$ cat config.mk
export PLATFORM = sky130hd
export DESIGN_NAME = mem_arb_ctrl_flat
export DESIGN_NICKNAME = d
export VERILOG_FILES = /design/src/rtl/mem_arb_ctrl_if.sv /design/src/rtl/mem_arb_ctrl.sv /design/src/flat_wrapper.sv
export SDC_FILE = /design/constraint.sdc
export NUM_CORES = 1
export LEC_CHECK = 0
export CELL_PAD_IN_SITES_DETAIL_PLACEMENT = 0
export CELL_PAD_IN_SITES_GLOBAL_PLACEMENT = 1
export CORE_MARGIN = 2
export CORE_UTILIZATION = 32
export CTS_CLUSTER_DIAMETER = 30
export DETAILED_ROUTE_END_ITERATION = 8
export GPL_ROUTABILITY_DRIVEN = 0
export PLACE_DENSITY = 0.8
export SLEW_MARGIN = 20
export SYNTH_ARGS = -nofsm -noshare
export SYNTH_HDL_FRONTEND = slang
export SYNTH_SLANG_ARGS = --single-unit
$ cat constraint.sdc
create_clock -name clk -period 4.8 [get_ports clk]
set_input_delay 1.2 -clock clk [delete_from_list [all_inputs] [get_ports clk]]
set_output_delay 1.2 -clock clk [all_outputs]
set_load 0.02 [all_outputs]
$ cat src/rtl/mem_arb_ctrl_if.sv
// Bundle of requester, response and memory-command signals for mem_arb_ctrl.
// The master modport is the arbiter; the slave modport is the requesters plus memory.
interface mem_arb_ctrl_if #(
    parameter int unsigned WIDTH      = 8,
    parameter int unsigned ADDR_WIDTH = 6
);
    logic [1:0]              req_valid;
    logic [1:0]              req_wr_rd;
    logic [2*ADDR_WIDTH-1:0] req_addr;
    logic [2*WIDTH-1:0]      req_wdata;
    logic [1:0]              req_ready;
    logic [1:0]              rsp_valid;
    logic [WIDTH-1:0]        rsp_rdata;
    logic                    rsp_err;
    logic                    mem_valid;
    logic                    mem_wr_rd;
    logic [ADDR_WIDTH-1:0]   mem_addr;
    logic [WIDTH-1:0]        mem_wdata;
    logic [WIDTH-1:0]        mem_rdata;
    logic                    mem_ready;
    logic                    busy;

    modport master (
        input  req_valid, req_wr_rd, req_addr, req_wdata, mem_rdata, mem_ready,
        output req_ready, rsp_valid, rsp_rdata, rsp_err,
        output mem_valid, mem_wr_rd, mem_addr, mem_wdata, busy
    );

    modport slave (
        output req_valid, req_wr_rd, req_addr, req_wdata, mem_rdata, mem_ready,
        input  req_ready, rsp_valid, rsp_rdata, rsp_err,
        input  mem_valid, mem_wr_rd, mem_addr, mem_wdata, busy
    );
endinterface

$ cat src/rtl/mem_arb_ctrl.sv
// Two-requester arbiter/sequencer in front of one single-port memory, with ready timeout.
// Define ARB_FIXED_PRIO_EN for fixed priority (requester 0 wins); default is round-robin.
module mem_arb_ctrl #(
    parameter int unsigned WIDTH      = 8,
    parameter int unsigned DEPTH      = 40,
    parameter int unsigned ADDR_WIDTH = $clog2(DEPTH),
    parameter int unsigned TIMEOUT    = 15
) (
    input logic            clk,
    input logic            rst,
    mem_arb_ctrl_if.master bus
);
    localparam int unsigned CNT_WIDTH = $clog2(TIMEOUT + 1);
    localparam logic [CNT_WIDTH-1:0] CNT_LIMIT = CNT_WIDTH'(TIMEOUT);

    localparam logic [1:0] IDLE  = 2'd0;
    localparam logic [1:0] ISSUE = 2'd1;
    localparam logic [1:0] WAIT  = 2'd2;
    localparam logic [1:0] RESP  = 2'd3;

    logic [1:0]            state_q, state_d;
    logic                  winner_q;
    logic [CNT_WIDTH-1:0]  cnt_q;
    logic [CNT_WIDTH-1:0]  cnt_inc;
    logic [1:0]            rsp_valid_q;
    logic [WIDTH-1:0]      rsp_rdata_q;
    logic                  rsp_err_q;
    logic                  mem_valid_q;
    logic                  mem_wr_rd_q;
    logic [ADDR_WIDTH-1:0] mem_addr_q;
    logic [WIDTH-1:0]      mem_wdata_q;

    logic                  pick;
    logic                  any_req;
    logic                  sel_wr_rd;
    logic [ADDR_WIDTH-1:0] sel_addr;
    logic [WIDTH-1:0]      sel_wdata;
    logic [1:0]            winner_onehot;

    assign any_req = |bus.req_valid;

`ifdef ARB_FIXED_PRIO_EN
    assign pick = ~bus.req_valid[0];
`else
    logic rr_ptr_q;

    // With a single requester the valid bit alone decides; rr_ptr only breaks ties.
    assign pick = (&bus.req_valid) ? rr_ptr_q : bus.req_valid[1];

    always_ff @(posedge clk) begin
        if (rst) begin
            rr_ptr_q <= 1'b0;
        end else if (state_q == RESP) begin
            rr_ptr_q <= ~winner_q;
        end
    end
`endif

    assign sel_wr_rd     = pick ? bus.req_wr_rd[1] : bus.req_wr_rd[0];
    assign sel_addr      = pick ? bus.req_addr[2*ADDR_WIDTH-1:ADDR_WIDTH]
                                : bus.req_addr[ADDR_WIDTH-1:0];
    assign sel_wdata     = pick ? bus.req_wdata[2*WIDTH-1:WIDTH] : bus.req_wdata[WIDTH-1:0];
    assign winner_onehot = winner_q ? 2'b10 : 2'b01;
    assign cnt_inc       = cnt_q + 1'b1;

    always_comb begin
        state_d = state_q;
        case (state_q)
            IDLE:    if (any_req) state_d = ISSUE;
            ISSUE:   state_d = WAIT;
            WAIT:    if (bus.mem_ready || cnt_inc == CNT_LIMIT) state_d = RESP;
            RESP:    state_d = IDLE;
            default: state_d = IDLE;
        endcase
    end

    always_ff @(posedge clk) begin
        if (rst) begin
            state_q     <= IDLE;
            winner_q    <= 1'b0;
            cnt_q       <= '0;
            rsp_valid_q <= 2'b00;
            rsp_rdata_q <= '0;
            rsp_err_q   <= 1'b0;
            mem_valid_q <= 1'b0;
            mem_wr_rd_q <= 1'b0;
            mem_addr_q  <= '0;
            mem_wdata_q <= '0;
        end else begin
            state_q <= state_d;
            case (state_q)
                IDLE: begin
                    if (any_req) begin
                        winner_q    <= pick;
                        mem_valid_q <= 1'b1;
                        mem_wr_rd_q <= sel_wr_rd;
                        mem_addr_q  <= sel_addr;
                        mem_wdata_q <= sel_wdata;
                    end
                end
                ISSUE: begin
                    mem_valid_q <= 1'b0;
                    cnt_q       <= '0;
                end
                WAIT: begin
                    if (bus.mem_ready) begin
                        rsp_valid_q <= winner_onehot;
                        rsp_rdata_q <= mem_wr_rd_q ? '0 : bus.mem_rdata;
                        rsp_err_q   <= 1'b0;
                    end else begin
                        cnt_q <= cnt_inc;
                        if (cnt_inc == CNT_LIMIT) begin
                            rsp_valid_q <= winner_onehot;
                            rsp_rdata_q <= '0;
                            rsp_err_q   <= 1'b1;
                        end
                    end
                end
                RESP: begin
                    rsp_valid_q <= 2'b00;
                    rsp_err_q   <= 1'b0;
                end
                default: ;
            endcase
        end
    end

    assign bus.req_ready = (state_q == IDLE && !rst && any_req) ? (pick ? 2'b10 : 2'b01)
                                                                 : 2'b00;
    assign bus.rsp_valid = rsp_valid_q;
    assign bus.rsp_rdata = rsp_rdata_q;
    assign bus.rsp_err   = rsp_err_q;
    assign bus.mem_valid = mem_valid_q;
    assign bus.mem_wr_rd = mem_wr_rd_q;
    assign bus.mem_addr  = mem_addr_q;
    assign bus.mem_wdata = mem_wdata_q;
    assign bus.busy      = (state_q != IDLE);
endmodule

$ cat src/flat_wrapper.sv
// flat-port wrapper written by rule: the top's interface ports become plain ports
module mem_arb_ctrl_flat 
#(
    parameter int unsigned WIDTH      = 8,
    parameter int unsigned DEPTH      = 40,
    parameter int unsigned ADDR_WIDTH = $clog2(DEPTH),
    parameter int unsigned TIMEOUT    = 15
)
  (clk, rst, bus_req_valid, bus_req_wr_rd, bus_req_addr, bus_req_wdata, bus_mem_rdata, bus_mem_ready, bus_req_ready, bus_rsp_valid, bus_rsp_rdata, bus_rsp_err, bus_mem_valid, bus_mem_wr_rd, bus_mem_addr, bus_mem_wdata, bus_busy);
  mem_arb_ctrl_if #(.WIDTH(WIDTH), .ADDR_WIDTH(ADDR_WIDTH)) bus_i ();
  input logic clk;
  input logic rst;
  input wire logic [$bits(bus_i.req_valid)-1:0] bus_req_valid;
  input wire logic [$bits(bus_i.req_wr_rd)-1:0] bus_req_wr_rd;
  input wire logic [$bits(bus_i.req_addr)-1:0] bus_req_addr;
  input wire logic [$bits(bus_i.req_wdata)-1:0] bus_req_wdata;
  input wire logic [$bits(bus_i.mem_rdata)-1:0] bus_mem_rdata;
  input wire logic [$bits(bus_i.mem_ready)-1:0] bus_mem_ready;
  output wire logic [$bits(bus_i.req_ready)-1:0] bus_req_ready;
  output wire logic [$bits(bus_i.rsp_valid)-1:0] bus_rsp_valid;
  output wire logic [$bits(bus_i.rsp_rdata)-1:0] bus_rsp_rdata;
  output wire logic [$bits(bus_i.rsp_err)-1:0] bus_rsp_err;
  output wire logic [$bits(bus_i.mem_valid)-1:0] bus_mem_valid;
  output wire logic [$bits(bus_i.mem_wr_rd)-1:0] bus_mem_wr_rd;
  output wire logic [$bits(bus_i.mem_addr)-1:0] bus_mem_addr;
  output wire logic [$bits(bus_i.mem_wdata)-1:0] bus_mem_wdata;
  output wire logic [$bits(bus_i.busy)-1:0] bus_busy;
  assign bus_i.req_valid = bus_req_valid;
  assign bus_i.req_wr_rd = bus_req_wr_rd;
  assign bus_i.req_addr = bus_req_addr;
  assign bus_i.req_wdata = bus_req_wdata;
  assign bus_i.mem_rdata = bus_mem_rdata;
  assign bus_i.mem_ready = bus_mem_ready;
  assign bus_req_ready = bus_i.req_ready;
  assign bus_rsp_valid = bus_i.rsp_valid;
  assign bus_rsp_rdata = bus_i.rsp_rdata;
  assign bus_rsp_err = bus_i.rsp_err;
  assign bus_mem_valid = bus_i.mem_valid;
  assign bus_mem_wr_rd = bus_i.mem_wr_rd;
  assign bus_mem_addr = bus_i.mem_addr;
  assign bus_mem_wdata = bus_i.mem_wdata;
  assign bus_busy = bus_i.busy;
  mem_arb_ctrl #(.WIDTH(WIDTH), .DEPTH(DEPTH), .ADDR_WIDTH(ADDR_WIDTH), .TIMEOUT(TIMEOUT)) u_core (.clk(clk), .rst(rst), .bus(bus_i));
endmodule
Word-level counts from Yosys, hierarchy flattened:

Cells that the tools add are included.

* register bits: 35
* bits of input ports: 43
* output and inout bits: 30
* logic and storage cells: 62

* equal/unequal tests: 8
* bitwise gates (word level): 1
* mux-type cells: 23
* reductions and logical operators: 18
* $add $sub $neg: 1

Operators by type and width (count)
* two-way mux 8 bit: 4
* two-way mux 2 bit: 7
* AND reduction 2 bit: 7
* nonzero test 2 bit: 5
* one-hot mux 2 bit (4 select lines): 1
* one-hot mux 4 bit (2 select lines): 1
* two-way mux 6 bit: 1
* two-way mux 1 bit: 5
* adder 4 x 1 -> 4 bit, second input constant: 1
* == test 2 bit, second input constant: 2
* == test 4 bit, second input constant: 1
* two-way mux 4 bit: 1
* != test 2 x 1 -> 1 bit, second input constant: 2
* one-hot mux 1 bit (2 select lines): 2
* one-hot mux 2 bit (2 select lines): 1
* != test 3 x 2 -> 1 bit, second input constant: 1
* == test 2 x 1 -> 1 bit, second input constant: 1
* logical AND 1 bit: 2
* zero test 2 bit: 1
* != test 2 bit, second input constant: 1
* OR reduction 2 bit: 1
* zero test 1 bit: 1
* logical OR 1 bit: 1
* inverter 1 bit: 1

Logic depth before layout (Yosys ltp):

Gate-level depths: netlist (run 1).

* word-level depth: 5
* depth in mapped cells: 9
* depth with buffers taken out: 7

Least setup slack after synthesis (run 1):

Ideal clock, no wire load.

* path kind: input port to output port
* from: input bus_req_valid[0]
* to: output bus_req_ready[0]
* path slack: 1.342 ns
* data required time: 3.600 ns
* data arrival time: 2.258 ns
* stages on the path: 5
* path buffers: 2
* path through: inv_1 o21ai_1 buf_4 buf_4 nor3b_1

* word-level cells in the longest chain between the ends: 4
* elaborated cells between the ends (all ways): 6
* classes of those cells: mux (3); reduce/logical (3)

Ends and longest elaborated chain
* start, declared: line flat_wrapper.sv:13 `input wire logic [$bits(bus_i.req_valid)-1:0] bus_req_valid;`
* AND reduction 2 bit: line mem_arb_ctrl.sv:48 `assign pick = (&bus.req_valid) ? rr_ptr_q : bus.req_valid[1];`
* two-way mux 1 bit: line mem_arb_ctrl.sv:48
* two-way mux 2 bit: line mem_arb_ctrl.sv:128 `assign bus.req_ready = (state_q == IDLE && !rst && any_req) ? (pick ? 2'b10 : 2'b01)`
* two-way mux 2 bit (*): line mem_arb_ctrl.sv:128
* end, declared: line flat_wrapper.sv:19 `output wire logic [$bits(bus_i.req_ready)-1:0] bus_req_ready;`

Every way passes the cells marked *; elsewhere a longest branch is shown, timed or not.

Worst setup path in the final report (run 1):

* from: input bus_req_valid[1]
* to: output bus_req_ready[0]

Same word-level chain as after synthesis.

==> results.json, run 1 <==
{
  "ys_ff_latch": 35,
  "vias_per_cell": 4.57,
  "outcome": "complete, no violations",
  "power_density_nw_per_um2": 466,
  "dp_hpwl_mm": 2.91,
  "start_util_pct": 33.3,
  "rows": 26,
  "cts_tree": "done",
  "worstPathMaxFanout": 5,
  "synth.distinct_cells": 34,
  "grt_pass1_vias": 1420,
  "coreArea_sq_um": 5140,
  "io_buffers": 72,
  "clock-sinks": 35,
  "place_inst": 320,
  "die_h_um": 77.2,
  "synthArstFlopShare_pct": 0,
  "clk_path_buf_depth": 2,
  "place_area_sq_um": 2470,
  "wl_mm": 3.95,
  "drive_gt1_share_pct": 9.69,
  "root_buffer": "clkbuf_8",
  "drtIter0Drc": 60,
  "hold_path.class": "reg2reg",
  "crit_type": "in2out",
  "slew_viol_final": 0,
  "hold_violations": 0,
  "area_growth_pct": 51.1,
  "critPathCaptureType": "output pin",
  "drc": 0,
  "whs_ns": 0.484,
  "yosysWarnings": 0,
  "antenna_found_initial": 0,
  "synth_area_sq_um": 1710,
  "final.setup_skew_ns": 0.00362,
  "drt-pass1-iter-count": 4,
  "worst_pin_slew_ns": 0.962,
  "rsz0062_at_grt": "false",
  "grt_overflow": 0,
  "synthCells": 188,
  "avgRoutedWirePerCell_um": 12.0,
  "syn_nets": 237,
  "n_antenna_cell": 0,
  "fin_area_sq_um": 2590,
  "synth_edf_count": 0,
  "period_minus_slack_ns": 4.02,
  "cp-start-kind": "input port",
  "hold_buffers": 0,
  "synth_ff_type": "dfxtp_1",
  "fmax_mhz": 249,
  "ctsResizeCount": 0,
  "antenna_left": 0,
  "syn_area_per_cell_sq_um": 9.12,
  "fin_tns_setup_ns": 0,
  "grt_max_degree": 36,
  "arrival_ns": 2.82,
  "fin_crit_sh_pct": 83.7,
  "ios": 73,
  "cts_max_level": 2,
  "path_clk_slew_ns": 0.07,
  "p_leak_nw": 1.02,
  "nets": 306,
  "dieArea_sq_um": 5960,
  "fin_cells": 328,
  "ir_drop_uv": 204,
  "die_w_um": 77.2,
  "grt_pass1_wl_mm": 6.63,
  "grt.total_usage_pct": 13.9,
  "clk-insertion-delay-late_ns": 0.27,
  "postCtsSetupBuffers": 0,
  "max-cap-violations": 0,
  "slew_headroom_pct": 35.7,
  "ys_seq_area_share_pct": 40.9,
  "via_count": 1499,
  "setup_viol": 0,
  "finalPower_mw": 1.21,
  "cp.required_ns": 3.60,
  "cts_buffers": 5
}
-- logic make-up after synthesis --
group                      after synthesis  share of synthesized area, %
AOI/OAI and AO/OA                       43                          18.9
xor gates and xnor gates                 2                          1.02
adders and majority gates                6                          4.38
buffers and inverters                   19                          5.99
DFF                                     35                          40.9
muxes                                   16                          9.34
and+or+nand+nor                         67                          19.5
-- power breakdown --
| part | switching [mW] | total [mW] | internal (mW) |
|---|---|---|---|
| logic | 0.297 | 0.536 | 0.239 |
| clock network | 0.0994 | 0.267 | 0.168 |
| registers | 0.0423 | 0.402 | 0.360 |
| total | 0.439 | 1.21 | 0.767 |
-- critical path, cell delays in order --
cell	delay, ns
clkdlybuf4s50_1	0.51
o21ai_0	0.20
nor3b_1	0.27
clkdlybuf4s50_1	0.64
-- final timing paths --
path                                         from                                   end  slack (ns)  depth (start not counted)
max                              bus_req_valid[1]                      bus_req_ready[0]        0.78                          4
min          u_core.bus.rsp_valid[0]$_SDFFE_PP0P_  u_core.bus.rsp_valid[0]$_SDFFE_PP0P_        0.48                          1
max reg2reg          u_core.cnt_q[0]$_SDFFE_PP0P_  u_core.bus.rsp_valid[1]$_SDFFE_PP0P_        2.77                          7
min reg2reg  u_core.bus.rsp_valid[0]$_SDFFE_PP0P_  u_core.bus.rsp_valid[0]$_SDFFE_PP0P_        0.48                          1
-- synthesized netlist by cell type (2+ instances only) --
| cell | instances | area [sq um] |
|---|---|---|
| a211oi_1 | 16 | 120 |
| inv_1 | 7 | 26.3 |
| ha_1 | 6 | 75.1 |
| a21oi_1 | 5 | 25.0 |
| nor3_1 | 2 | 10.0 |
| nand2_1 | 11 | 41.3 |
| mux2i_1 | 16 | 160 |
| dfxtp_1 | 35 | 701 |
| nand3b_1 | 6 | 45.0 |
| nor2_1 | 37 | 139 |
| nor3b_1 | 2 | 15.0 |
| o21ai_0 | 4 | 20.0 |
| nand3b_2 | 2 | 22.5 |
| clkbuf_1 | 8 | 30.0 |
| o21ai_2 | 8 | 70.1 |
| nand2b_1 | 2 | 12.5 |
| a22o_1 | 3 | 26.3 |
| buf_4 | 2 | 15.0 |
-- layout by cell type (no fill, tap or decap), types with 2 or more instances in the layout --
cell type	Yosys	layout
clkdlybuf4s50_1	0	72
nor2_1	37	36
dfxtp_1	35	35
mux2i_1	16	16
a211oi_1	16	16
nand2_1	11	11
o21ai_2	8	9
inv_1	7	7
nand3b_1	6	6
ha_1	6	6
clkbuf_8	0	6
a21oi_1	5	5
o21ai_0	4	4
a22o_1	3	3
nor3b_1	2	2
nor3_1	2	2
nand2b_1	2	2
nand3b_2	2	2
buf_4	2	2
-- state kept, by name, summed over array words and instances (netlist names) --
signal / cells
u_core.rr_ptr_q: 1
u_core.bus.mem_valid: 1
u_core.bus.mem_addr: 6
u_core.bus.rsp_valid: 2
u_core.state_q: 2
u_core.winner_q: 1
u_core.bus.rsp_rdata: 8
u_core.bus.mem_wr_rd: 1
u_core.bus.rsp_err: 1
u_core.cnt_q: 4
u_core.bus.mem_wdata: 8
-- area by class of cell --
| type | count | area [sq um] |
|---|---|---|
| fill | 547 | 2550 |
| multi-input combinational | 134 | 922 |
| timing repair buffer | 74 | 736 |
| sequential | 35 | 701 |
| tap | 70 | 87.6 |
| clock buffer | 6 | 82.6 |
| clock inverter | 2 | 35.0 |
| inverter | 7 | 26.3 |
-- metrics by stage --
step	utilization (%)	worst slack, ns
global route	50.4	0.672
detailed placement	48.0	0.793
global placement	48.0	0.771
floorplan	-	1.34
CTS	50.3	0.789
finish	50.4	0.781
-- routing by layer --
layer / track usage (%) / wire (um) / part of all wire [%] / vias up
met5: 0 / 0 / 0 / -
met4: 4.29 / 34 / 0.86 / 0
met3: 7.41 / 404 / 10 / 2
met2: 21.0 / 1690 / 43 / 58
met1: 16.9 / 1820 / 46 / 643
li1: - / - / - / 796
Note: power is estimated with default switching activity, not from simulation.
==> inputs of run 2 (changes only) <==
CORE_UTILIZATION = 30   (was 32)
PLACE_DENSITY = 0.75   (was 0.8)
clock period = 3.97 ns   (was 4.8 ns; I/O delays follow)
==> run 2 against run 1 <==
Clock power down 6%. Clock skew about the same. Die area up 6.3%. Via count up 0.93%. Design area down 1.1%. Sequential share of layout area up 0.29 points.
==> results.json, run 2 (synthesized netlist as in run 1, its figures left out) <==
{
  "hold_buffers": 0,
  "nets": 307,
  "period_minus_slack_ns": 3.58,
  "startpoint": "bus_req_valid[1]",
  "p_leak_nw": 1.00,
  "dp_hpwl_mm": 2.91,
  "final.fill_count": 547,
  "ff2ff_path_depth": 7,
  "worst_pin_slew_ns": 0.931,
  "cts_buffers": 5,
  "timing.rr.end": "u_core.bus.rsp_valid[1]$_SDFFE_PP0P_",
  "register_area_sq_um": 701,
  "worstPathMaxFanout": 5,
  "path_clk_slew_ns": 0.07,
  "fin_crit_sh_pct": 90.2,
  "ctsResizeCount": 0,
  "cp.required_ns": 2.98,
  "dieArea_sq_um": 6330,
  "wl_mm": 3.92,
  "p_seq_share_pct": 35.2,
  "finalPower_mw": 1.38,
  "hold_path.class": "reg2reg",
  "postCtsSetupBuffers": 0,
  "drc": 0,
  "grt_pass1_wl_mm": 6.44,
  "max-cap-violations": 0,
  "hold_violations": 0,
  "via_count": 1513,
  "ios": 73,
  "drtIter0Drc": 42,
  "start_util_pct": 31.1,
  "cts_max_level": 2,
  "internal_power_uw": 850,
  "vias_per_cell": 4.57,
  "root_buffer": "clkbuf_8",
  "final_cell_mix": "72 x clkdlybuf4s50_1, 36 x nor2_1, 35 x dfxtp_1",
  "worstReg2RegStart": "u_core.cnt_q[0]$_SDFFE_PP0P_",
  "antenna_found_initial": 0,
  "fmax_mhz": 279,
  "die_w_um": 79.6,
  "endpoint": "bus_req_ready[0]",
  "multi_input_area_sq_um": 917,
  "hold_path_depth": 2,
  "die_h_um": 79.6,
  "cp-start-kind": "input port",
  "clock-sinks": 35,
  "grt_overflow": 0,
  "rsz0062_at_grt": "false",
  "slew_viol_final": 0,
  "slew_headroom_pct": 37.8,
  "area_growth_pct": 49.5,
  "drive_gt1_share_pct": 9.65,
  "critPathCaptureType": "output pin",
  "arrival_ns": 2.59,
  "drt-pass1-iter-count": 4,
  "fin_tns_setup_ns": 0,
  "switching_share_pct": 38.5,
  "avgRoutedWirePerCell_um": 11.8,
  "antenna_left": 0,
  "clk-insertion-delay-late_ns": 0.28,
  "rrSetupSlack_ns": 1.95,
  "p_switching_uw": 532,
  "clkPwrFrac_pct": 18.1,
  "n_antenna_cell": 0,
  "rows": 27,
  "ir_drop_uv": 247,
  "io_buffers": 72,
  "grt.total_usage_pct": 13.1,
  "grt_max_degree": 32,
  "cts_tree": "done",
  "final.setup_skew_ns": 0.00339,
  "grt_pass1_vias": 1425,
  "setup_viol": 0,
  "power_density_nw_per_um2": 539,
  "clk_path_buf_depth": 2,
  "crit_type": "in2out",
  "outcome": "complete, no violations",
  "final_common_cell": "clkdlybuf4s50_1",
  "p_comb_share_pct": 46.7,
  "coreArea_sq_um": 5510
}
## run 2: changes by cell type in the layout (fill, tap and decap cells not counted), sizes merged
cell      delta
clkinvlp     +1
bufinv       -1
buf          +1
## run 2: per-layer routing
metal | vias to the layer above | global-route usage, % | share of wire [%] | wire length [um]
li1 | 798 | - | - | -
met1 | 656 | 15.3 | 44 | 1740
met2 | 54 | 20.3 | 44 | 1740
met3 | 5 | 6.33 | 9.6 | 375
met4 | 0 | 5.69 | 1.6 | 63
met5 | - | 0 | 0 | 0
## run 2: through the flow
| step | cells | setup WS [ns] | cell area (sq um) | hold WS, ns | util [%] |
|---|---|---|---|---|---|
| finish | 331 | 0.388 | 2560 | 0.486 | 46.5 |
| global route | 331 | 0.310 | 2560 | 0.504 | 46.5 |
| CTS | 331 | 0.396 | 2560 | 0.484 | 46.5 |
| detailed placement | 323 | 0.406 | 2480 | 0.468 | 45.0 |
| global placement | 323 | 0.388 | 2480 | 0.467 | 45.0 |
| floorplan | 188 | 0.927 | 1710 | 0.461 | - |
## run 2: worst min path at each step
stage / start / endpoint / slack (ns)
finish: u_core.bus.rsp_rdata[3]$_SDFFE_PP0P_ / u_core.bus.rsp_rdata[3]$_SDFFE_PP0P_ / 0.49
global route: u_core.bus.rsp_rdata[7]$_SDFFE_PP0P_ / u_core.bus.rsp_rdata[7]$_SDFFE_PP0P_ / 0.50
CTS: u_core.bus.rsp_err$_SDFFE_PP0P_ / u_core.bus.rsp_err$_SDFFE_PP0P_ / 0.48
detailed placement: u_core.bus.rsp_err$_SDFFE_PP0P_ / u_core.bus.rsp_err$_SDFFE_PP0P_ / 0.47
global placement: u_core.bus.rsp_err$_SDFFE_PP0P_ / u_core.bus.rsp_err$_SDFFE_PP0P_ / 0.47
floorplan: u_core.winner_q$_SDFFE_PP0P_ / u_core.rr_ptr_q$_SDFFE_PP0P_ / 0.46
## run 2: cell type report
type / count / area share [%]
timing repair buffer: 75 / 29.0
inverter: 7 / 1.03
sequential: 35 / 27.3
tap: 72 / 3.52
clock inverter: 2 / 0.488
clock buffer: 6 / 2.83
multi-input combinational: 134 / 35.8
## run 2: power groups by stage
stage | logic (mW) | registers [mW] | clock network (mW)
after floorplan | 0.328 | 0.570 | 0
after global placement | 0.653 | 0.492 | 0
after detailed placement | 0.655 | 0.495 | 0
after CTS | 0.658 | 0.487 | 0.263
after global routing | 0.720 | 0.497 | 0.281
final | 0.646 | 0.487 | 0.250
## run 2: critical path: stages
cell	delay, ns
clkdlybuf4s50_1	0.51
o21ai_0	0.22
nor3b_1	0.24
clkdlybuf4s50_1	0.63
